## src/rtl/xillybus_arb_pkg.sv

```systemverilog
// Shared definitions for the Xillybus read-stream arbiter:
// header layout and arbiter FSM states.
package xillybus_arb_pkg;

    localparam logic [7:0] HDR_MAGIC     = 8'hA5;
    localparam int         HDR_MAGIC_LSB = 24;
    localparam int         HDR_SRC_LSB   = 16;
    localparam int         HDR_LEN_LSB   = 0;

    typedef enum logic [1:0] {
        ST_IDLE,
        ST_HDR,
        ST_PAYLOAD,
        ST_DRAIN
    } arb_state_t;

    function automatic logic [31:0] make_hdr(
        input logic [1:0]  src,
        input logic [15:0] len
    );
        logic [31:0] h;
        h = '0;
        h[HDR_MAGIC_LSB +: 8] = HDR_MAGIC;
        h[HDR_SRC_LSB +: 2]   = src;
        h[HDR_LEN_LSB +: 16]  = len;
        return h;
    endfunction

endpackage

```

## src/rtl/xillybus_rd_arbiter_if.sv

```systemverilog
// Requester and host read-stream signals of the arbiter.
// master = arbiter side, slave = requesters plus host.
interface xillybus_rd_arbiter_if #(
    parameter int NREQ = 4
);
    logic [NREQ-1:0]    req_pkt_rdy;
    logic [NREQ*32-1:0] req_data;
    logic [NREQ-1:0]    req_rden;
    logic               rd_rden;
    logic [31:0]        rd_data;
    logic               rd_empty;
    logic               rd_eof;
    logic               rd_open;

    modport master (
        input  req_pkt_rdy, req_data, rd_rden, rd_open,
        output req_rden, rd_data, rd_empty, rd_eof
    );

    modport slave (
        output req_pkt_rdy, req_data, rd_rden, rd_open,
        input  req_rden, rd_data, rd_empty, rd_eof
    );
endinterface

```

## src/rtl/xillybus_out_fifo.sv

```systemverilog
// Synchronous non-show-ahead FIFO with flush; rd_data is
// registered and updates the cycle after an accepted read.
module xillybus_out_fifo #(
    parameter int DEPTH = 4
) (
    input  logic        clk,
    input  logic        rst,
    input  logic        flush,
    input  logic        wr_en,
    input  logic [31:0] wr_data,
    input  logic        rd_en,
    output logic [31:0] rd_data,
    output logic        full,
    output logic        empty
);
    localparam int AW = (DEPTH > 1) ? $clog2(DEPTH) : 1;

    logic [31:0] mem [DEPTH];
    logic [AW-1:0] wp, rp;
    logic [AW:0]   cnt;
    logic          do_wr, do_rd;

    assign full  = (cnt == (AW+1)'(DEPTH));
    assign empty = (cnt == '0);
    assign do_wr = wr_en & ~full & ~flush;
    assign do_rd = rd_en & ~empty & ~flush;

    always_ff @(posedge clk) begin
        if (do_wr) mem[wp] <= wr_data;
    end

    always_ff @(posedge clk or posedge rst) begin
        if (rst) begin
            wp      <= '0;
            rp      <= '0;
            cnt     <= '0;
            rd_data <= '0;
        end else if (flush) begin
            wp  <= '0;
            rp  <= '0;
            cnt <= '0;
        end else begin
            if (do_wr) wp <= wp + 1'b1;
            if (do_rd) begin
                rd_data <= mem[rp];
                rp      <= rp + 1'b1;
            end
            unique case ({do_wr, do_rd})
                2'b10:   cnt <= cnt + 1'b1;
                2'b01:   cnt <= cnt - 1'b1;
                default: cnt <= cnt;
            endcase
        end
    end
endmodule

```

## src/rtl/xillybus_rd_arbiter.sv

```systemverilog
// Round-robin packet arbiter: frames each requester packet with
// a header and streams it into the host read FIFO.
module xillybus_rd_arbiter
    import xillybus_arb_pkg::*;
#(
    parameter int NREQ        = 4,
    parameter int PKT_WORDS   = 8,
    parameter int OFIFO_DEPTH = 4
) (
    input  logic                  bus_clk,
    input  logic                  rst,
    xillybus_rd_arbiter_if.master bus
);
    localparam int GW = $clog2(NREQ);

    arb_state_t    state, state_n;
    logic [GW-1:0] grant, grant_n;
    logic [GW-1:0] rr, rr_n;
    logic [15:0]   cnt, cnt_n;
    logic [GW-1:0] pick, idx;
    logic          found;
    logic          push;
    logic [31:0]   push_data;
    logic [NREQ-1:0] rden;
    logic          f_full, f_empty;

    // First ready requester at or after rr, wrapping.
    always_comb begin
        pick  = rr;
        found = 1'b0;
        idx   = '0;
        for (int k = 0; k < NREQ; k++) begin
            idx = rr + GW'(k);
            if (!found && bus.req_pkt_rdy[idx]) begin
                pick  = idx;
                found = 1'b1;
            end
        end
    end

    always_ff @(posedge bus_clk or posedge rst) begin
        if (rst) begin
            state <= ST_IDLE;
            grant <= '0;
            rr    <= '0;
            cnt   <= '0;
        end else begin
            state <= state_n;
            grant <= grant_n;
            rr    <= rr_n;
            cnt   <= cnt_n;
        end
    end

    always_comb begin
        state_n   = state;
        grant_n   = grant;
        rr_n      = rr;
        cnt_n     = cnt;
        push      = 1'b0;
        push_data = '0;
        rden      = '0;
        unique case (state)
            ST_IDLE: begin
                if (bus.rd_open && found) begin
                    grant_n = pick;
                    rr_n    = pick + 1'b1;
                    cnt_n   = 16'(PKT_WORDS - 1);
                    state_n = ST_HDR;
                end
            end
            ST_HDR: begin
                if (!bus.rd_open) begin
                    state_n = ST_DRAIN;
                end else if (!f_full) begin
                    push      = 1'b1;
                    push_data = make_hdr(2'(grant), 16'(PKT_WORDS));
                    state_n   = ST_PAYLOAD;
                end
            end
            ST_PAYLOAD: begin
                if (!bus.rd_open) begin
                    state_n = ST_DRAIN;
                end else if (!f_full) begin
                    rden[grant] = 1'b1;
                    push        = 1'b1;
                    push_data   = bus.req_data[grant*32 +: 32];
                    if (cnt == '0) state_n = ST_IDLE;
                    else           cnt_n   = cnt - 16'd1;
                end
            end
            ST_DRAIN: begin
                // Discard the rest so the requester stays packet-aligned.
                rden[grant] = 1'b1;
                if (cnt == '0) state_n = ST_IDLE;
                else           cnt_n   = cnt - 16'd1;
            end
            default: state_n = ST_IDLE;
        endcase
    end

    xillybus_out_fifo #(
        .DEPTH(OFIFO_DEPTH)
    ) u_fifo (
        .clk    (bus_clk),
        .rst    (rst),
        .flush  (~bus.rd_open),
        .wr_en  (push),
        .wr_data(push_data),
        .rd_en  (bus.rd_rden),
        .rd_data(bus.rd_data),
        .full   (f_full),
        .empty  (f_empty)
    );

    assign bus.req_rden = rden;
    assign bus.rd_empty = f_empty | ~bus.rd_open;
    assign bus.rd_eof   = 1'b0;
endmodule

```

## src/flat_wrapper.sv

```systemverilog
// flat-port wrapper written by rule: the top's interface ports become plain ports
module xillybus_rd_arbiter_flat import xillybus_arb_pkg::*;
#(
    parameter int NREQ        = 4,
    parameter int PKT_WORDS   = 8,
    parameter int OFIFO_DEPTH = 4
)
  (bus_clk, rst, bus_req_pkt_rdy, bus_req_data, bus_rd_rden, bus_rd_open, bus_req_rden, bus_rd_data, bus_rd_empty, bus_rd_eof);
  xillybus_rd_arbiter_if #(.NREQ(NREQ)) bus_i ();
  input  logic bus_clk;
  input  logic rst;
  input wire logic [$bits(bus_i.req_pkt_rdy)-1:0] bus_req_pkt_rdy;
  input wire logic [$bits(bus_i.req_data)-1:0] bus_req_data;
  input wire logic [$bits(bus_i.rd_rden)-1:0] bus_rd_rden;
  input wire logic [$bits(bus_i.rd_open)-1:0] bus_rd_open;
  output wire logic [$bits(bus_i.req_rden)-1:0] bus_req_rden;
  output wire logic [$bits(bus_i.rd_data)-1:0] bus_rd_data;
  output wire logic [$bits(bus_i.rd_empty)-1:0] bus_rd_empty;
  output wire logic [$bits(bus_i.rd_eof)-1:0] bus_rd_eof;
  assign bus_i.req_pkt_rdy = bus_req_pkt_rdy;
  assign bus_i.req_data = bus_req_data;
  assign bus_i.rd_rden = bus_rd_rden;
  assign bus_i.rd_open = bus_rd_open;
  assign bus_req_rden = bus_i.req_rden;
  assign bus_rd_data = bus_i.rd_data;
  assign bus_rd_empty = bus_i.rd_empty;
  assign bus_rd_eof = bus_i.rd_eof;
  xillybus_rd_arbiter #(.NREQ(NREQ), .PKT_WORDS(PKT_WORDS), .OFIFO_DEPTH(OFIFO_DEPTH)) u_core (.bus_clk(bus_clk), .rst(rst), .bus(bus_i));
endmodule
```

## config.mk

```make
export PLATFORM = sky130hd
export DESIGN_NAME = xillybus_rd_arbiter_flat
export DESIGN_NICKNAME = d
export VERILOG_FILES = /design/src/rtl/xillybus_arb_pkg.sv /design/src/rtl/xillybus_rd_arbiter_if.sv /design/src/rtl/xillybus_out_fifo.sv /design/src/rtl/xillybus_rd_arbiter.sv /design/src/flat_wrapper.sv
export SDC_FILE = /design/constraint.sdc
export NUM_CORES = 1
export LEC_CHECK = 0
export ABC_CLOCK_PERIOD_IN_PS = 3350
export CORE_MARGIN = 1.5
export CORE_UTILIZATION = 52
export CTS_BUF_LIST = sky130_fd_sc_hd__clkbuf_2 sky130_fd_sc_hd__clkbuf_4 sky130_fd_sc_hd__clkbuf_8
export CTS_CLUSTER_SIZE = 25
export DETAILED_ROUTE_END_ITERATION = 6
export PLACE_DENSITY = 0.88
export REMOVE_ABC_BUFFERS = 1
export SLEW_MARGIN = 20
export SYNTH_ARGS = -nofsm -noshare
export SYNTH_HDL_FRONTEND = slang
export SYNTH_SLANG_ARGS = --single-unit
```

## constraint.sdc

```tcl
create_clock -name bus_clk -period 3.35 [get_ports bus_clk]
set_input_delay 0.335 -clock bus_clk [delete_from_list [all_inputs] [get_ports bus_clk]]
set_output_delay 0.335 -clock bus_clk [all_outputs]
set_load 0.1 [all_outputs]
```

==> Flow_metrics.wiki <==
{| class="wikitable"
! Metric !! Value
|-
| Highest achievable clock rate || 342 MHz
|-
| Total Wirelength || 19700 um
|-
| Die width || 133 um
|-
| Average routed wire per standard cell || 20.9 um
|-
| Average cell area after synthesis || between 15 and 20 um2
|-
| Pre-CTS WS || a little under 800 ps
|-
| Via/cell ratio || 5.87
|-
| Post-placement cell count || 910
|-
| Crit path cell chain || inv_1 -> ha_1 -> and3_1 -> nor2_1 -> nor3b_1 -> buf_12
|-
| Final setup viols || 0
|-
| Hold slack final || 437 ps
|-
| Xor/xnor share of the synthesized area || 0.601%
|-
| Sum Neg Setup Slack || 0 ps
|-
| Clock net sink count || 189
|-
| Number of cell rows || 47
|-
| P&R area growth vs syn || 27.5%
|-
| Crit path required time || around 3000 ps
|-
| Final estimated routing congestion in global placement || between 0.7 and 0.8
|-
| Post-synthesis compound-gate area fraction || 5.51%
|-
| TritonCTS clock tree || done
|-
| Least-Margin Pin Slew || 993 ps
|-
| Number of filler instances in the final layout || 1104
|-
| Netlist cell types || 58
|-
| Post-synthesis simple-gate area fraction || 7.32%
|-
| Async SR Flop Fraction || 32.3%
|-
| DRC viols || 0
|-
| Top metal layer carrying routed signals || met4
|-
| Critical Path Sink Type || output pin
|-
| Number of violations of the max-capacitance limit || 0
|-
| Antenna violations before repair || 0
|-
| Share of synthesized area spent on multiplexers || 21.1%
|-
| Portion of the clock cycle consumed by the worst path in the final layout || 87.2%
|-
| Number of detailed-routing iterations run before antenna repair || 4
|-
| Final critical path time including I/O delays and setup || 2920 ps
|-
| Input/output buffers || between 150 and 200
|-
| Master of the slowest instance on the critical path || sky130_fd_sc_hd__ha_1
|-
| Total stage count of the critical path || 6
|-
| Total Nets Final || 856
|-
| Total number of yosys warnings || 0
|-
| EDFF count, synth || 128
|-
| Worst Setup EP || bus_req_rden[2]
|-
| Dominant combinational cell family by area after synthesis || multiplexers
|-
| Total global-route track usage || 23.2%
|-
| VDD IR max || 0.943 mV
|-
| Top-level port count || 174
|-
| CP top delay family || simple AND/OR/NAND/NOR gates
|-
| Number of clock buffers inserted by TritonCTS || 17
|-
| Routed metal-1 wirelength || 8300 um
|-
| Number of global-route vias before repair || between 5000 and 6000
|-
| Syn Std Cell Area || slightly below 9000 um2
|-
| Ranking of synthesized cells by instance count || sky130_fd_sc_hd__edfxtp_1 (128), sky130_fd_sc_hd__mux4_2 (64), sky130_fd_sc_hd__dfrtp_1 (61)
|-
| Met3 routed wirelength || 1080 um
|-
| Top flip-flop cell by instance count after synthesis || sky130_fd_sc_hd__edfxtp_1
|-
| Slack of the critical path || ~430 ps
|-
| Total vias in the final route || ~5500
|-
| Die area || between 15000 and 20000 um2
|-
| Die height || around 130 um
|-
| Area of the multi-input gates || 3170 um2
|-
| Number of synthesized register bits || 189
|-
| Critical setup path kind || flop to output pin
|-
| Hold WC Path Type || input port to asynchronous set/reset pin
|-
| Global-route wire length before repair || around 31000 um
|-
| Register-to-register path setup slack || 910 ps
|-
| Sum of buffers and inverters on the critical path || 2
|-
| Overflow left after global routing || 0
|-
| Most frequent cell after synthesis || sky130_fd_sc_hd__edfxtp_1
|-
| Leakage power of the design || between 4 and 5 nW
|-
| Post-CTS Setup Inserts || 0
|-
| Synthesized netlist cell count || 540
|-
| Share of cells above drive strength 1 || 23.5%
|-
| Reg area || 5380 um2
|-
| RSZ-0062 raised after global routing || no
|-
| Utilization after layout || about two thirds
|-
| Areal power density over the cells || a little over 900 nW/um2
|-
| Half-perimeter wire length of the detailed placement result || around 13000 um
|-
| DR iter-0 viols || approximately 460
|-
| CTS H-tree lvls || 4
|-
| Beginning of the worst register-to-register path || u_core.state[0]$_DFFE_PP0P_
|-
| Crit. Startpoint || u_core.state[0]$_DFFE_PP0P_
|-
| Clock slew at the register clock pins of the worst setup and hold paths || 90 ps
|-
| Number of hold buffers added after CTS || 0
|-
| Worst flop-to-flop path endpoint || u_core.cnt[2]$_DFFE_PP0P_
|-
| Worst R2R Path Depth || 6
|-
| Slew margin rel. || 33.6%
|-
| Critical path's largest stage delay || 590 ps
|-
| Non-filler cells in the finished layout || about 940
|-
| Quantity of gates resized following cts || 0
|-
| Arrival time at the worst endpoint || 2590 ps
|-
| Cell accounting for the most synthesized area || sky130_fd_sc_hd__edfxtp_1
|-
| Clock latency of the later-clocked register in the worst-skew pair || between 400 and 500 ps
|-
| Crit path max fanout || 19
|-
| Met2 wire length || 10000 um
|-
| Core ar. || 16500 um2
|-
| Final Max Tran Viols || 0
|-
| Root Buffer Master || sky130_fd_sc_hd__clkbuf_8
|-
| Residual antenna-violating net count after detailed routing || 0
|-
| Largest net degree at the start of global routing || slightly above 60
|-
| Kind of launch point of the worst setup path || flop
|-
| Starting utilization of the core area || 52.9%
|-
| Top cell type's share of synthesized area || 44.0%
|-
| Total count of hold-check failures in the final report || 0
|-
| Status || finished, final reports clean
|-
| Worst Skew || between 9 and 10 ps
|-
| Final antenna diode count || 0
|-
| Leading cell types by total area after synthesis || sky130_fd_sc_hd__edfxtp_1 (44%), sky130_fd_sc_hd__dfrtp_1 (17%), sky130_fd_sc_hd__mux4_2 (16%), sky130_fd_sc_hd__mux2_2 (4.4%), sky130_fd_sc_hd__and3_1 (2.1%)
|-
| Portion of the post-synthesis area used by sequential elements || 61.5%
|-
| Maximum buffer depth of the clock tree || 2
|-
| Adder-cell share of the synthesized area || 1.66%
|}
-- stage by stage --
stage | power (mW) | cell area [um2]
after detailed placement | 8.84 | 10700
after global placement | 8.67 | 10700
after floorplan | 7.31 | 8590
after CTS | 10.4 | 11100
after global routing | 10.8 | 11100
final | 10.3 | 11100
-- state kept, by name, summed over array words and instances, names as in the netlist --
register	cells
u_core.u_fifo.rp	2
u_core.rr	2
u_core.u_fifo.mem	128
u_core.u_fifo.cnt	3
u_core.grant	2
u_core.state	2
u_core.cnt	16
u_core.u_fifo.wp	2
u_core.u_fifo.rd_data	32
-- worst min-delay path: stages --
cell	delay (ps)
sky130_fd_sc_hd__clkdlybuf4s50_1	410
sky130_fd_sc_hd__inv_2	50
sky130_fd_sc_hd__buf_4	640
-- cells by family after synthesis --
family                   after synthesis
XOR/XNOR                               6
AND/OR/NAND/NOR                      116
adder cells (fa/ha/maj)               11
multiplexers                         100
AO/OA/AOI/OAI                         70
other                                  1
flip-flops                           189
buffers and inverters                 47
-- cells in the final DEF (no fill, tap or decap), types with 3 or more instances in the layout --
cell type                           n
sky130_fd_sc_hd__nand2_1           16
sky130_fd_sc_hd__a21oi_1           15
sky130_fd_sc_hd__nor3b_1            3
sky130_fd_sc_hd__buf_12             4
sky130_fd_sc_hd__or2_2              3
sky130_fd_sc_hd__buf_4             13
sky130_fd_sc_hd__dfrtp_1           57
sky130_fd_sc_hd__o21a_1             4
sky130_fd_sc_hd__mux2_2            34
sky130_fd_sc_hd__inv_1             12
sky130_fd_sc_hd__dfrtp_2            4
sky130_fd_sc_hd__mux4_2            64
sky130_fd_sc_hd__o21ai_0            8
sky130_fd_sc_hd__nand3_1            5
sky130_fd_sc_hd__a31oi_1           11
sky130_fd_sc_hd__inv_6              3
sky130_fd_sc_hd__nor2b_1            4
sky130_fd_sc_hd__and3_1            30
sky130_fd_sc_hd__clkdlybuf4s50_1  167
sky130_fd_sc_hd__a41oi_1            5
sky130_fd_sc_hd__nor2_1            30
sky130_fd_sc_hd__o31ai_1            7
sky130_fd_sc_hd__edfxtp_1         128
sky130_fd_sc_hd__clkbuf_8          20
sky130_fd_sc_hd__ha_1              10
sky130_fd_sc_hd__xnor2_1            4
sky130_fd_sc_hd__and2_2             4
sky130_fd_sc_hd__nor3_1             5
-- worst min-delay path by stage --
stage                               startpoint                     endpoint  slack, ps
floorplan           u_core.cnt[15]$_DFFE_PP0P_   u_core.cnt[15]$_DFFE_PP0P_        450
finish                                     rst  u_core.grant[0]$_DFFE_PP0P_        440
CTS                                        rst   u_core.cnt[11]$_DFFE_PP0P_        450
global placement    u_core.cnt[15]$_DFFE_PP0P_   u_core.cnt[15]$_DFFE_PP0P_        480
global route                               rst   u_core.cnt[11]$_DFFE_PP0P_        510
detailed placement  u_core.cnt[15]$_DFFE_PP0P_   u_core.cnt[15]$_DFFE_PP0P_        490
-- routing by layer --
metal	GRT usage [%]	vias up
met5	0	-
li1	-	2481
met4	6.47	0
met1	30.7	2821
met3	4.60	21
met2	39.7	207
-- where the power goes --
part | leakage (nW) | total, mW | switching [mW] | internal (mW)
clock network | 0.213 | 1.53 | 0.783 | 0.743
registers | 1.95 | 3.70 | 0.527 | 3.17
logic | 1.94 | 5.08 | 3.17 | 1.91
total | 4.11 | 10.3 | 4.48 | 5.82
-- cell type report --
class | count | area share, %
Clock buffer | 21 | 2.54
Clock inverter | 11 | 1.19
Inverter | 13 | 0.438
Multi-Input combinational cell | 304 | 28.5
Sequential cell | 189 | 48.3
Tap cell | 220 | 2.47
Timing Repair Buffer | 184 | 16.6
(Power assumes the default switching activity.)
==> RTL edit, RTL diff (same flow settings) <==
`NREQ` is set to 4 in 3 places; all go to 2.
--- a/src/rtl/xillybus_rd_arbiter_if.sv
+++ b/src/rtl/xillybus_rd_arbiter_if.sv
@@ -1,7 +1,7 @@
 // Requester and host read-stream signals of the arbiter.
 // master = arbiter side, slave = requesters plus host.
 interface xillybus_rd_arbiter_if #(
-    parameter int NREQ = 4
+    parameter int NREQ = 2
 );
     logic [NREQ-1:0]    req_pkt_rdy;
     logic [NREQ*32-1:0] req_data;
--- a/src/rtl/xillybus_rd_arbiter.sv
+++ b/src/rtl/xillybus_rd_arbiter.sv
@@ -3,7 +3,7 @@
 module xillybus_rd_arbiter
     import xillybus_arb_pkg::*;
 #(
-    parameter int NREQ        = 4,
+    parameter int NREQ        = 2,
     parameter int PKT_WORDS   = 8,
     parameter int OFIFO_DEPTH = 4
 ) (
--- a/src/flat_wrapper.sv
+++ b/src/flat_wrapper.sv
@@ -1,7 +1,7 @@
 // flat-port wrapper written by rule: the top's interface ports become plain ports
 module xillybus_rd_arbiter_flat import xillybus_arb_pkg::*;
 #(
-    parameter int NREQ        = 4,
+    parameter int NREQ        = 2,
     parameter int PKT_WORDS   = 8,
     parameter int OFIFO_DEPTH = 4
 )
Interface: changed (resized bus_req_data, bus_req_pkt_rdy and bus_req_rden); port bits go from 174 to 106. No check against the original RTL was run, so the function may have changed too.
==> RTL edit against the unedited design <==
  * Largest cell class unchanged
  * Power fell by 14%
  * Sequential cell count is 2 lower
  * Die area down 9.3%
  * Global-route usage decreased by 1.1 points
  * Routed wire length down 15%
  * Cell area is 14% lower
  * Critical path depth unchanged
  * Area after synthesis is 9.5% lower
  * Worst setup slack improved by 0.17 ns
  * Maximum frequency increased by 6.1%
  * Critical endpoint is now bus_req_rden[0]
  * Combinational power down 21%
  * Register-to-register slack worse by 0.27 ns
==> RTL edit: results (changes against the unedited design) <==
DRT iter0 DRCs=534 (was 462); synth top area cells=edfxtp_1 49%, dfrtp_1 19%, mux4_2 9.1% (was edfxtp_1 44%, dfrtp_1 17%, mux4_2 16%); end of the critical path=bus_req_rden[0] (was bus_req_rden[2]); Cell Pwr Density=927 nW/um^2 (was 925 nW/um^2); sequential fraction of the synthesis area=0.672 (was 0.615); Crit-path slowest cell=or3b_2 (was ha_1); slew margin rel.=0.283 (was 0.336); mean post-synth cell area=16.2 um^2 (about the same); reg2reg end=u_core.cnt[10]$_DFFE_PP0P_ (was u_core.cnt[2]$_DFFE_PP0P_); Commonest cells post-synth=128 x edfxtp_1, 59 x dfrtp_1, 37 x mux2_2 (was 128 x edfxtp_1, 64 x mux4_2, 61 x dfrtp_1); Final Skew=0.00892 ns (was 0.00999 ns); critical path arrival=2.42 ns (was 2.59 ns); pin count of the biggest net entering global routing=60 (was 62); placed insts=761 (was 910); initial antenna violation count=0 (unchanged); worst vdd ir=637 uV (was 943 uV); NetSw=3840 uW (was 4480 uW); leakage=0.00343 uW (was 0.00411 uW); Crit. Startpoint=u_core.u_fifo.cnt[0]$_DFFE_PP0P_ (was u_core.state[0]$_DFFE_PP0P_); IO buf count=104 (was 172); critical path peak fanout=9 (was 19); post-place setup slack=0.327 ns (was 0.776 ns); Final period util=0.822 (was 0.872); Pre-Repair DR Iteration Count=5 (was 4); nets=678 (was 856); hpwl dp=11100 um (was 13400 um); flop2flop setup slack=0.64 ns (was 0.91 ns); Layout fillers=974 (was 1104); GP Congestion=0.890 (was 0.778); synth unique cells=46 (was 58); outcome=complete, no violations (unchanged); Post-Route WL=16800 um (was 19700 um); DR vias/cell=6.17 (was 5.87); first-pass GRT wire length=26600 um (was 31000 um); fraction of layout instances using a drive strength above 1=0.212 (was 0.235); gr usage total=0.221 (was 0.232); vias in the first global route=5044 (was 5789); share of synthesized flip-flops with an asynchronous set or reset=0.316 (was 0.323); total number of vias=4896 (was 5530)
## RTL edit: cell types whose count changed in the layout (fill, tap and decap cells not counted), moves of 5 or more
cell,delta
and3_1,-28
clkinv_1,+5
a21oi_1,+5
a31oi_1,-9
clkdlybuf4s50_1,-66
nor4_1,+5
inv_1,-5
or3_1,+7
or4_1,+10
nor2_1,-17
a22o_1,+23
mux4_2,-32
## RTL edit: logic make-up after synthesis
logic type	share of synthesized area
adders and majority gates	0.0199
DFF	0.672
muxes	0.150
and+or+nand+nor	0.0606
AOI/OAI and AO/OA	0.0716
other	0.000474
buffers and inverters	0.0193
xor gates and xnor gates	0.00554
## RTL edit: per-layer routing
metal  wire [um]  track usage  up-vias
met5           0            0        -
met2        8730        0.386      234
met3        1160       0.0456       33
li1            -            -     2138
met1        6630        0.280     2491
met4         268       0.0710        0
## RTL edit: power by group through the flow
| stage | clock network, uW | registers (uW) | logic (uW) |
|---|---|---|---|
| finish | 1350 | 3510 | 4000 |
| global placement | 0 | 3510 | 3890 |
| detailed placement | 0 | 3560 | 4000 |
| CTS | 1380 | 3510 | 4010 |
| floorplan | 0 | 4880 | 1530 |
| global route | 1460 | 3570 | 4210 |
## RTL edit: cell type report
class / count / area, um^2 / share of cell area
Clock buffer: 20 / 256 / 0.0269
Clock inverter: 12 / 98.8 / 0.0103
Inverter: 10 / 37.5 / 0.00393
Multi-Input combinational cell: 261 / 2450 / 0.256
Sequential cell: 187 / 5320 / 0.557
Tap cell: 184 / 230 / 0.0241
Timing Repair Buffer: 119 / 1160 / 0.121
## RTL edit: stage by stage
step            util  area, um^2
4_1_cts        0.650        9550
3_3_place_gp   0.626        9200
6_report       0.650        9550
3_5_place_dp   0.626        9200
2_1_floorplan      -        7800
5_1_grt        0.650        9550
